$ cat src/rtl/reaction_timer_pkg.sv
// Shared definitions for the reaction-time game consumer: state encoding,
// bus widths and default timing limits.
package reaction_timer_pkg;

    localparam int RAND_W           = 12;
    localparam int RESULT_W         = 14;
    localparam int MIN_DELAY_MS_DEF = 500;
    localparam int MAX_REACT_MS_DEF = 9999;

    typedef enum logic [2:0] {
        IDLE  = 3'd0,
        FETCH = 3'd1,
        DELAY = 3'd2,
        GO    = 3'd3,
        DONE  = 3'd4
    } state_t;

endpackage

$ cat src/rtl/ms_tick_gen.sv
// Millisecond strobe: one-cycle tick every CLK_HZ/1000 cycles, restarting
// from zero whenever clear is high.
module ms_tick_gen #(
    parameter int CLK_HZ = 50_000_000
) (
    input  logic clk,
    input  logic rst,
    input  logic clear,
    output logic tick
);

    localparam int DIV = (CLK_HZ / 1000 < 1) ? 1 : CLK_HZ / 1000;
    localparam int CW  = (DIV > 1) ? $clog2(DIV) : 1;
    localparam logic [CW-1:0] LAST = CW'(DIV - 1);

    logic [CW-1:0] cnt;

    always_ff @(posedge clk or posedge rst) begin
        if (rst) begin
            cnt <= '0;
        end else if (clear || cnt == LAST) begin
            cnt <= '0;
        end else begin
            cnt <= cnt + CW'(1);
        end
    end

    // Decoded from the counter alone so the FSM may use it to compute clear.
    assign tick = (cnt == LAST);

endmodule

$ cat src/rtl/reaction_timer.sv
// Reaction-time game round controller: fetches a random delay, counts it out,
// lights GO and measures the player's reaction in milliseconds.
module reaction_timer
    import reaction_timer_pkg::*;
#(
    parameter int CLK_HZ       = 50_000_000,
    parameter int MIN_DELAY_MS = MIN_DELAY_MS_DEF,
    parameter int MAX_REACT_MS = MAX_REACT_MS_DEF
) (
    input  logic        clk,
    input  logic        rst,
    input  logic        start,
    input  logic        react,
    input  logic [11:0] rand_value,
    input  logic        rand_valid,
    output logic        rand_req,
    output logic        led_go,
    output logic        busy,
    output logic [13:0] result_ms,
    output logic        result_valid,
    output logic        false_start,
    output logic        timeout
);

    localparam logic [RAND_W-1:0]   MIN_VAL = RAND_W'(MIN_DELAY_MS);
    localparam logic [RESULT_W-1:0] MAX_VAL = RESULT_W'(MAX_REACT_MS);

    state_t              state, state_next;
    logic [RAND_W-1:0]   delay_cnt, delay_cnt_next;
    logic [RESULT_W-1:0] react_cnt, react_cnt_next;
    logic                tick, tick_clear;
    logic                res_load;
    logic [RESULT_W-1:0] res_ms_next;
    logic                res_fs_next, res_to_next;

    ms_tick_gen #(.CLK_HZ(CLK_HZ)) u_tick (
        .clk   (clk),
        .rst   (rst),
        .clear (tick_clear),
        .tick  (tick)
    );

    always_comb begin
        state_next     = state;
        delay_cnt_next = delay_cnt;
        react_cnt_next = react_cnt;
        res_load       = 1'b0;
        res_ms_next    = '0;
        res_fs_next    = 1'b0;
        res_to_next    = 1'b0;

        case (state)
            IDLE: begin
                if (start) state_next = FETCH;
            end
            FETCH: begin
                if (rand_valid && rand_value >= MIN_VAL) begin
                    delay_cnt_next = rand_value;
                    state_next     = DELAY;
                end
            end
            DELAY: begin
                // A react on the very last delay cycle is still a false start.
                if (react) begin
                    res_load    = 1'b1;
                    res_fs_next = 1'b1;
                    state_next  = DONE;
                end else if (tick) begin
                    if (delay_cnt <= RAND_W'(1)) begin
                        delay_cnt_next = '0;
                        react_cnt_next = '0;
                        state_next     = GO;
                    end else begin
                        delay_cnt_next = delay_cnt - RAND_W'(1);
                    end
                end
            end
            GO: begin
                // react is checked first so it wins over a simultaneous timeout.
                if (react) begin
                    res_load    = 1'b1;
                    res_ms_next = react_cnt;
                    state_next  = DONE;
                end else if (react_cnt >= MAX_VAL) begin
                    res_load    = 1'b1;
                    res_ms_next = MAX_VAL;
                    res_to_next = 1'b1;
                    state_next  = DONE;
                end else if (tick) begin
                    react_cnt_next = react_cnt + RESULT_W'(1);
                end
            end
            DONE: begin
                if (start) state_next = FETCH;
            end
            default: state_next = IDLE;
        endcase

        // Tick phase runs only inside DELAY/GO and restarts on entry to each.
        tick_clear = (state_next != state) || !(state == DELAY || state == GO);
    end

    always_ff @(posedge clk or posedge rst) begin
        if (rst) begin
            state        <= IDLE;
            delay_cnt    <= '0;
            react_cnt    <= '0;
            rand_req     <= 1'b0;
            led_go       <= 1'b0;
            busy         <= 1'b0;
            result_valid <= 1'b0;
            result_ms    <= '0;
            false_start  <= 1'b0;
            timeout      <= 1'b0;
        end else begin
            state        <= state_next;
            delay_cnt    <= delay_cnt_next;
            react_cnt    <= react_cnt_next;
            rand_req     <= (state_next == FETCH);
            led_go       <= (state_next == GO);
            busy         <= !(state_next == IDLE || state_next == DONE);
            result_valid <= res_load;
            if (res_load) begin
                result_ms   <= res_ms_next;
                false_start <= res_fs_next;
                timeout     <= res_to_next;
            end
        end
    end

endmodule

$ cat config.mk
export PLATFORM = sky130hd
export DESIGN_NAME = reaction_timer
export DESIGN_NICKNAME = d
export VERILOG_FILES = /design/src/rtl/reaction_timer_pkg.sv /design/src/rtl/ms_tick_gen.sv /design/src/rtl/reaction_timer.sv
export SDC_FILE = /design/constraint.sdc
export NUM_CORES = 1
export LEC_CHECK = 0
export CORE_UTILIZATION = 40
export CTS_CLUSTER_SIZE = 28
export DETAILED_ROUTE_END_ITERATION = 8
export PLACE_DENSITY_LB_ADDON = 0.25
export SETUP_SLACK_MARGIN = 0.15
export SYNTH_ARGS = -nofsm -noshare
export SYNTH_HDL_FRONTEND = slang
export SYNTH_HIERARCHICAL = 1
export SYNTH_SLANG_ARGS = --single-unit
$ cat constraint.sdc
create_clock -name clk -period 6.96 [get_ports clk]
set_input_delay 1.74 -clock clk [delete_from_list [all_inputs] [get_ports clk]]
set_output_delay 1.74 -clock clk [all_outputs]
set_load 0.02 [all_outputs]
# Word level (Yosys, flattened, before mapping)
# Cells that the tools add are included.
# op_classes
n_addsub	3
n_lt_le_gt_ge	3
n_mux	31
n_reduce_logical	14
eq_ne	16
# ops
op	n
2-to-1 mux 14 bit	9
2-to-1 mux 12 bit	4
one-hot mux 14 bit (2 select lines)	1
one-hot mux 12 bit (2 select lines)	1
2-to-1 mux 3 bit	7
adder 16 x 1 -> 16 bit, second input constant	1
equality test 16 bit, second input constant	1
2-to-1 mux 16 bit	1
adder 14 x 1 -> 14 bit, second input constant	1
>= comparator 14 bit, second input constant	1
inequality test 2 bit, second input constant	7
>= comparator 12 x 9 -> 1 bit, second input constant	1
less-or-equal comparator 12 x 1 -> 1 bit, second input constant	1
one-hot mux 3 bit (4 select lines)	1
subtractor 12 x 1 -> 12 bit, second input constant	1
equality test 3 x 2 -> 1 bit, second input constant	3
AND reduction 7 bit	1
equality test 3 x 1 -> 1 bit, second input constant	2
equality test 3 bit, second input constant	2
logical NOT 3 bit	2
2-to-1 mux 1 bit	6
logical OR 1 bit	4
AND reduction 4 bit	1
nonzero test 2 bit	2
5 further kinds	6
# word_totals
output_inout_bits	20
register_bits	65
wordCells	78
input_bits	17

# Logic depth before layout (Yosys ltp)
# depth
ltp_word	9
depth_mapped	12
mapped_depth_nobuf	9

# By module
# Netlist, hierarchy kept.
# modules_own_cells
module	seq_area_each_um2	area_per_inst_um2	cells_each	instances
reaction_timer	1226.2	2553.7	262	1
ms_tick_gen	400.4	862.1	83	1

# Worst setup path after synthesis
# OpenSTA, ideal clock, no wires.
# synth_timing
path_kind	input port to flip-flop
from	input port react
to	register u_tick.cnt[8]
arrival_time_ns	3.346
stages	10
required_time_ns	6.841
setup_ns	0.119
slack_ns	3.495
path_buffers	4
path_cell_list	clkbuf_1 and4bb_2 nand2b_1 or3_1 buf_6 nand3_1 or2_1 buf_6 buf_12 nor2_2
# synth_via
elab_chain_cells	6
elab_cells_between_ends	7
classes_between	eq/ne (1); mux (4); reduce/logical (2)
# synth_rtl
item	line_no	rtl
start: declaration	reaction_timer.sv:13	input logic react,
2-to-1 mux 3 bit, on equally long branches	reaction_timer.sv:80, reaction_timer.sv:64	
one-hot mux 3 bit (4 select lines) *	reaction_timer.sv:52	case (state)
inequality test 3 bit *	reaction_timer.sv:100	tick_clear = (state_next != state) || !(state == DELAY || state == GO);
logical OR 1 bit *	reaction_timer.sv:100	
via tick_clear	reaction_timer.sv:31	logic tick, tick_clear;
logical OR 1 bit *	ms_tick_gen.sv:21	end else if (clear || cnt == LAST) begin
2-to-1 mux 16 bit *	ms_tick_gen.sv:21	
end signal: assignment	ms_tick_gen.sv:24	cnt <= cnt + CW'(1);
end: declaration	ms_tick_gen.sv:16	logic [CW-1:0] cnt;
# Mark *: on every way through the listed nets, which the timed path passes. The rest lies on a longest branch.
# A chain may end at the register's enable or synchronous reset.

# Worst setup path after layout
# layout_timing
from	input port react
to	register u_tick.cnt[4]
# Same word-level chain as after synthesis.

==> run_results.csv <==
group,metric,value,unit
clocking,postCtsSetupBuffers,0,
critical_path,crit_fanout,15,
critical_path,rr_worst_depth,9,
cells_and_area,nets,396,
synth,syn_area_per_cell,9.90,um^2
sta,tns,0,ps
clocking,path_clk_slew,70,ps
floorplanning,core_region_area,8260,um^2
synth,synth_top_family_by_area,"simple AND/OR/NAND/NOR gates",
run,max_cap_violations,0,
floorplanning,rows,33,
placement,place_area,3790,um^2
synth,synth_ff_type,"dfrtp_1",
critical_path,startpoint,"react",
clocking,cts-root-buf,"clkbuf_8",
global_routing,grt_first_pass_wirelength,12.7,mm
placement,port_buffers,36,
cells_and_area,drive_above_1_share,0.100,
sta,hold_ws,496,ps
sta,post-route-period-util,0.580,
critical_path,worstPathRequired,7170,ps
worst_hold_path,whs_path_depth,1,
floorplanning,initial_core_util,0.414,
placement,dp.cells,469,
clocking,htreeDepth,3,
synth,synth_xor_area_frac,0.0462,
clocking,cts_hold_buf,0,
routing,wl_per_cell,15.7,um
worst_hold_path,hold_path_class,"register to register",
floorplanning,ios,37,
clocking,clockBufferDepth,2,
sta,fin_skew,8.70,ps
synth,synth_area,3420,um^2
floorplanning,dieArea,8910,um^2
clocking,clock-sinks,65,
critical_path,endpoint_kind,"register",
sta,min_period,4030,ps
cells_and_area,area_growth,18.3,%
routing,drtIter0Drc,137,
synth,synth_cells,345,
sta,hold_violations,0,
power_and_ir_drop,p_leak,1.70,nW
routing,wl,7.63,mm
cells_and_area,fin_area,4040,um^2
floorplanning,die_w,94.4,um
synth,synthMuxAreaShare,0.00586,
critical_path,cp-start-kind,"input pin",
sta,slew_viol_final,0,
synth,async_flop_share,1.00,
power_and_ir_drop,power_density,302,nW/um^2
critical_path,arrival,4240,ps
clocking,cts_tree,"done",
synth,seq_area_frac_synth,0.476,
global_routing,overflow,0,
sta,fin_ws,2930,ps
cells_and_area,diodes,0,
floorplanning,die_h,94.4,um
cells_and_area,fillers,763,
routing,via_count,2762,
synth,ys_warn_count,6,
global_routing,antenna_found_initial,0,
sta,fmax,248,MHz
sta,max-slew-margin-rel,0.330,
critical_path,worstReg2RegStart,"u_tick/cnt[0]",
run_status,status,"finished clean",
synth,synth_edf_count,0,
synth,synth_compound_area_frac,0.177,
power_and_ir_drop,vdd_drop_max,0.142,mV
clocking,numCtsBuffers,9,
routing,drc,0,
routing,dr.pass1.iters,5,
worst_hold_path,min_from,"delay_cnt[8]",
global_routing,grt_usage,0.188,
cells_and_area,fin_util,0.489,
cells_and_area,final_cells,485,
clocking,cts-resized-gates,0,
synth,synth-simple-area-share,0.230,
power_and_ir_drop,p_total,1.22,mW
placement,dpl.hpwl,5.32,mm
synth,syn_nets,366,
synth,ys_seq_elements,65,
sta,setup_viol,0,
clocking,insertion_delay,350,ps
global_routing,grt_max_degree,50,
sta,rsz0062_at_grt,"false",
synth,synth_fa_ha_area_frac,0.0147,
placement,gp_congestion,0.857,
routing,drt.antenna.violating_nets,0,
synth,synthDistinctLibCells,56,
routing,drt-vias-per-instance,5.69,
critical_path,r2r_slack,3840,ps
critical_path,path_class,"input pin to register",
global_routing,grt_pass1_vias,2518,
placement,pre_cts_ws,2550,ps
sta,worstMarginPinSlew,1000,ps
## worst max-delay path: stages
cell and delay (ps):
clkdlybuf4s50_1 520, and4bb_2 380, nand2b_1 160, or3_1 570
nand3_1 170, or2_1 590, nor2_1 120
## path summary, 6_finish.rpt
path | endpoint
max in group asynchronous | delay_cnt[9]
worst max register to register | u_tick/cnt[4]
min in group asynchronous | u_tick/cnt[4]
worst min-delay path | delay_cnt[8]
worst max-delay path | u_tick/cnt[4]
worst min register to register | delay_cnt[8]
## per-layer routing
metal  wire, um  vias to the layer above  share of wire  track usage
met5          0                        -              0            0
met4         38                        0         0.0050       0.0808
met3        387                        5          0.051       0.0395
met2       3510                       94           0.46        0.267
met1       3690                     1343           0.48        0.275
li1           -                     1320              -            -
## cell usage after synthesis (3+ instances only)
library cell  count  share of area
nand2b_1          4         0.0073
nand4_1          11          0.020
buf_6             5          0.016
o211ai_1          6          0.013
o21ai_1           4         0.0059
nor2_1           27          0.030
clkbuf_1         10          0.011
o21a_1            5          0.011
a221o_1           8          0.023
dfrtp_1          65           0.48
nor2_2           10          0.018
ha_1              4          0.015
nor3_1           14          0.021
xnor2_1          16          0.041
o41ai_1           3         0.0077
a22o_1           16          0.041
or3_1             4         0.0073
o31ai_1           3         0.0066
inv_1            13          0.014
nand3_1          16          0.023
nor4_1            8          0.015
nand2_1          24          0.026
nor2b_1           3         0.0055
a21oi_1           9          0.013
o21ai_0          16          0.023
and3_1            5         0.0092
## sequential cells by signal, indices dropped and copies added, names as in the netlist
register / count
result_valid: 1
delay_cnt: 12
false_start: 1
state: 3
react_cnt: 14
u_tick/cnt: 16
timeout: 1
rand_req: 1
busy: 1
result_ms: 14
led_go: 1
## where the power goes
group          switching (mW)  internal, mW
combinational           0.187         0.132
sequential             0.0588         0.436
clock                   0.157         0.250
## placed cells by master, fill, tap and decap left out, drive strengths merged, types with 5 or more instances in the layout
cell           netlist  routed
a21oi                9       9
a221o                8       8
a22o                16      16
and3                 5       5
clkbuf              10      10
clkdlybuf4s50        0      36
dfrtp               65      65
inv                 13      15
nand2               24      24
nand3               17      17
nand4               11      11
nor2                37      37
nor3                15      15
nor4                 8       8
o211ai               6       6
o21a                 5       5
o21ai               22      22
or3                  5       5
xnor2               16      16
## final cells by class
cell class / count / area (um^2) / area share
Inverter: 13 / 48.8 / 0.0121
Tap cell: 105 / 131 / 0.0325
Clock buffer: 10 / 138 / 0.0341
Clock inverter: 6 / 113 / 0.0279
Multi-Input combinational cell: 249 / 1620 / 0.400
Timing Repair Buffer: 37 / 368 / 0.0910
Sequential cell: 65 / 1630 / 0.402
## logic make-up (layout without fill, tap and decap cells)
logic type      Yosys count  count (layout)
flops                    65              65
simple gates            143             143
buf+inv                  31              66
mux                       2               2
xor+xnor                 18              18
compound gates           82              82
fa+ha+maj                 4               4
Power figures use the tool's default switching activity.
